--- src/rtl/export_arbiter.sv ---
// rtl/export_arbiter.sv - round-robin sequencer sharing one LED data exporter between N_REQ solvers
// Optional EXPORT_TAG_EN: each grant first shows a requester-index tag word before the real word.
module export_arbiter #(
  parameter int N_REQ      = 4,
  parameter int DATA_W     = 28,
  parameter int DWELL      = 96000000,
  parameter int CNT_W      = 27,
  parameter int GAP_CYCLES = 2
) (
  input  logic                      clk,
  input  logic                      rst_n,
  input  logic [N_REQ-1:0]          req_valid,
  input  logic [N_REQ*DATA_W-1:0]   req_data,
  output logic [N_REQ-1:0]          req_ack,
  output logic                      exp_en,
  output logic [DATA_W-1:0]         exp_data,
  output logic                      busy,
  output logic [2:0]                cur_idx
);

  typedef enum logic [2:0] {S_IDLE, S_SHOW, S_GAP, S_TAG, S_TAGGAP} state_t;

`ifdef EXPORT_TAG_EN
  localparam state_t GRANT_STATE = S_TAG;
`else
  localparam state_t GRANT_STATE = S_SHOW;
`endif

  state_t              r_state, w_next;
  logic [CNT_W-1:0]    r_cnt;
  logic [2:0]          r_ptr;
  logic [2:0]          r_idx;
  logic [DATA_W-1:0]   r_data;
  logic [N_REQ-1:0]    r_ack;

  logic [2*N_REQ-1:0]  w_rot;
  logic                w_found;
  logic [2:0]          w_off;
  logic [3:0]          w_sum;
  logic [2:0]          w_gnt_idx;
  logic [2:0]          w_nxt_ptr;
  logic [DATA_W-1:0]   w_gnt_data;
  logic                w_dwell_end;
  logic                w_gap_end;
  logic                w_arb;
  logic                w_grant;

  // Rotate so the search always starts at bit 0, then map the offset back to an index.
  always_comb begin
    w_rot   = {req_valid, req_valid} >> r_ptr;
    w_found = 1'b0;
    w_off   = '0;
    for (int k = 0; k < N_REQ; k++) begin
      if (!w_found && w_rot[k]) begin
        w_found = 1'b1;
        w_off   = 3'(k);
      end
    end
    w_sum      = {1'b0, r_ptr} + {1'b0, w_off};
    w_gnt_idx  = (w_sum >= 4'(N_REQ)) ? 3'(w_sum - 4'(N_REQ)) : w_sum[2:0];
    w_nxt_ptr  = (w_gnt_idx == 3'(N_REQ - 1)) ? 3'd0 : w_gnt_idx + 3'd1;
    w_gnt_data = '0;
    for (int i = 0; i < N_REQ; i++) begin
      if (w_gnt_idx == 3'(i)) w_gnt_data = req_data[i*DATA_W +: DATA_W];
    end
  end

  assign w_dwell_end = (r_cnt == CNT_W'(DWELL - 1));
  assign w_gap_end   = (r_cnt == CNT_W'(GAP_CYCLES - 1));
  assign w_arb       = (r_state == S_IDLE) || (r_state == S_GAP && w_gap_end);
  assign w_grant     = w_arb && w_found;

  always_comb begin
    w_next = r_state;
    case (r_state)
      S_IDLE:   if (w_found) w_next = GRANT_STATE;
      S_SHOW:   if (w_dwell_end) w_next = S_GAP;
      S_GAP:    if (w_gap_end) w_next = w_found ? GRANT_STATE : S_IDLE;
`ifdef EXPORT_TAG_EN
      S_TAG:    if (w_dwell_end) w_next = S_TAGGAP;
      S_TAGGAP: if (w_gap_end) w_next = S_SHOW;
`endif
      default:  w_next = S_IDLE;
    endcase
  end

  always_ff @(posedge clk or negedge rst_n) begin
    if (!rst_n) begin
      r_state <= S_IDLE;
      r_cnt   <= '0;
      r_ptr   <= '0;
      r_idx   <= '0;
      r_data  <= '0;
      r_ack   <= '0;
    end else begin
      r_state <= w_next;
      r_cnt   <= (w_next != r_state || r_state == S_IDLE) ? '0 : r_cnt + 1'b1;
      r_ack   <= w_grant ? (N_REQ'(1) << w_gnt_idx) : '0;
      if (w_grant) begin
        r_data <= w_gnt_data;
        r_idx  <= w_gnt_idx;
        r_ptr  <= w_nxt_ptr;
      end else if (w_next == S_IDLE) begin
        r_data <= '0;
        r_idx  <= '0;
      end
    end
  end

  assign req_ack = r_ack;
  assign busy    = (r_state != S_IDLE);
  assign cur_idx = r_idx;
`ifdef EXPORT_TAG_EN
  assign exp_en   = (r_state == S_SHOW) || (r_state == S_TAG);
  assign exp_data = (r_state == S_TAG) ? DATA_W'({20'hFFFFF, 5'b0, r_idx}) : r_data;
`else
  assign exp_en   = (r_state == S_SHOW);
  assign exp_data = r_data;
`endif

endmodule

--- config.mk ---
export PLATFORM = sky130hd
export DESIGN_NAME = export_arbiter
export DESIGN_NICKNAME = d
export VERILOG_FILES = /design/src/rtl/export_arbiter.sv
export SDC_FILE = /design/constraint.sdc
export NUM_CORES = 1
export LEC_CHECK = 0
export BUFFER_PORTS_ARGS = -buffer_cell sky130_fd_sc_hd__buf_2
export CORE_MARGIN = 3
export CORE_UTILIZATION = 50
export DETAILED_ROUTE_END_ITERATION = 6
export HOLD_SLACK_MARGIN = 0.08
export PLACE_DENSITY = 0.88
export SYNTH_ARGS = -nofsm -noshare
export SYNTH_HDL_FRONTEND = slang
export SYNTH_SLANG_ARGS = --single-unit
--- constraint.sdc ---
create_clock -name clk -period 8.05 [get_ports clk]
set_input_delay 0.805 -clock clk [delete_from_list [all_inputs] [get_ports clk]]
set_output_delay 0.805 -clock clk [all_outputs]
set_load 0.02 [all_outputs]
==> metrics.txt <==
PortBufs=154; min Tclk post-route=4.90 ns; routability cong.=0.897; pwr/cell area=433 mW/mm²; post-CTS setup buffer count=0; # IOs=155; Area after DPL=0.00472 mm²; Yosys top cell area share=0.437; Cell Rows=31; maximum VDD drop=0.313 mV; max incr delay on CP=0.89 ns; slew at the pin closest to its max-slew limit=1.20 ns; max-cap violation count=0; Initial Util=0.526; Max Slew Vio Count=0; Die Area=0.00889 mm²; 1st-pass router iterations=4; fin crit share=0.609; setup violators final=0; DP Wirelength=8.27 mm; Total GRT Usage=0.259; CP arrival=5.12 ns; total gr overflow=0; DR vias=3952; ANT cells=0; most common cell in the netlist=dfrtp_1; count of final hold-check violations=0; share of cells above drive strength 1=0.308; H-tree depth=3; post-detailed-route wirelength per cell=16.8 µm; worst rel slew slack=0.200; CTS tree=built; f_max=0.204 GHz; drc violations=0; register area share after synthesis=0.437; Die H=94.3 µm; initial antenna violation count=0; status=finished clean; die outline width=94.3 µm; largest net degree at the start of global routing=69; Syn Nets=571; worst-case clock buffer depth=2; met1 usage=0.290; Worst Hold Class=flip-flop to flip-flop; RSZ-0062 raised after global routing=no; CTS resizes=0; Top Usage Layer GRT=met2; Pwr Total=2.14 mW; Async SR Flop Fraction=1.00; vias in the first global route=4002; cell area after synthesis=0.00390 mm²; iteration-0 DRC count of the detailed router=224; M3 GR Usage=0.0481; ranking of synthesized cells by area=dfrtp_1 (44%), a21oi_1 (7.7%), a22o_1 (6.5%); clk_skew=0.0142 ns; WP data required=8.28 ns; synth warn=0; Distinct cells, synth=47; setup TNS=0 ns; delay-heaviest family, CP=simple AND/OR/NAND/NOR gates; worst skew pair latency=0.34 ns; tightest hold margin=0.474 ns; Syn-to-layout area delta=26.7%; Top FF cell, synth=dfrtp_1; Setup CP Type=flip-flop to flip-flop; TritonCTS Buffers=9; CP max stage cell=nand2_1; Root Driver=clkbuf_8; CP max FO=31; GR Util met2=0.468; post-synthesis register bit count=68; Setup crit start kind=flip-flop; worst-path cell chain=and3b_1 -> nor3_1 -> nand2b_1 -> o22ai_1 -> inv_1 -> fa_1 -> inv_1 -> ha_1 -> inv_1 -> nand2_1 -> o22ai_1 -> a21oi_1 -> a22o_1; Final Cell Area=0.00493 mm²; Fillers=615; largest area contributor in the netlist=dfrtp_1; Core ar.=0.00741 mm²; vias per cell=5.74; total routed wirelength=11.6 mm; core occupancy in the finished layout=0.666; leakage=2.42 nW; antenna-violating nets left=0; most instantiated cells after synthesis=dfrtp_1 (68), nor2_1 (66), a21oi_1 (60), nand2_1 (43); Crit. End Element=flip-flop; Worst path most repeated cell=inv_1; Worst-path clk slew=0.07 ns; hold buffers post-CTS=0; clock tree sinks=68; post-synthesis cell count=444; Nets=712; first-pass GRT wire length=18.1 mm; Post-synth EDFFs=0; mean post-synth cell area=8.78 µm²; crit path buf inv count=3
## worst reg2reg max path: cells and delay by family (launching register included)
kind                     cells  cell delay, ns
buffers and inverters        3            0.91
AO/OA/AOI/OAI                4            0.98
flip-flops                   1            0.50
AND/OR/NAND/NOR              4            1.57
adder cells (fa/ha/maj)      2            0.82
## metrics by stage
step	cells	worst slack, ns
after floorplan	444	4.63
after global placement	673	3.17
after detailed placement	673	2.93
after CTS	689	3.28
after global routing	689	2.85
final	689	3.15
## registers in the layout, summed over array words and instances (netlist names)
| signal | cells |
|---|---|
| cur_idx | 3 |
| exp_data | 28 |
| r_cnt | 27 |
| r_ptr | 3 |
| r_state | 3 |
| req_ack | 4 |
## final timing paths
kind                            slack, ns  depth (start not counted)            to  startpoint
max in group asynchronous            6.82                          2     r_cnt[23]       rst_n
worst min-delay path                 0.47                          2    cur_idx[2]  cur_idx[2]
worst max register to register       3.15                         13  exp_data[10]    r_ptr[0]
min in group asynchronous            0.66                          2     r_cnt[19]       rst_n
worst max-delay path                 3.15                         13  exp_data[10]    r_ptr[0]
worst min register to register       0.47                          2    cur_idx[2]  cur_idx[2]
## per-layer routing
layer  vias to the layer above  routed length, µm
met3                        29                865
met5                         -                  0
met4                         0                291
met1                      1875               4470
met2                       180               5960
li1                       1868                  -
## area by class of cell
class / count / area [µm²] / share of cell area
Inverter: 12 / 45.0 / 0.00913
Clock inverter: 4 / 72.6 / 0.0147
Timing Repair Buffer: 156 / 786 / 0.159
Sequential cell: 68 / 1700 / 0.345
Tap cell: 99 / 124 / 0.0251
Clock buffer: 12 / 145 / 0.0294
Multi-Input combinational cell: 338 / 2060 / 0.418
## layout by cell type (no fill, tap or decap), types with 10 or more instances in the layout
cell type / instances
dfrtp_1: 68
inv_1: 12
a22o_1: 29
nand3_1: 14
nor2_1: 65
xor2_1: 18
clkbuf_8: 10
nand2_1: 43
buf_2: 154
o22ai_1: 29
a21oi_1: 60
## power breakdown
part           total [mW]  switching (mW)  internal [mW]
clock               0.310           0.127          0.183
sequential          0.468          0.0495          0.419
combinational        1.36           0.856          0.501
## logic make-up (layout without fill, tap and decap cells)
group,Yosys count,after routing,share of synthesized area
DFF,68,68,0.437
muxes,3,3,0.0103
adders and majority gates,9,9,0.0308
other,1,1,0.000962
xor gates and xnor gates,26,26,0.0584
AOI/OAI and AO/OA,129,129,0.214
and+or+nand+nor,170,170,0.208
buffers and inverters,38,184,0.0405
Note: power is estimated with default switching activity, not from simulation.
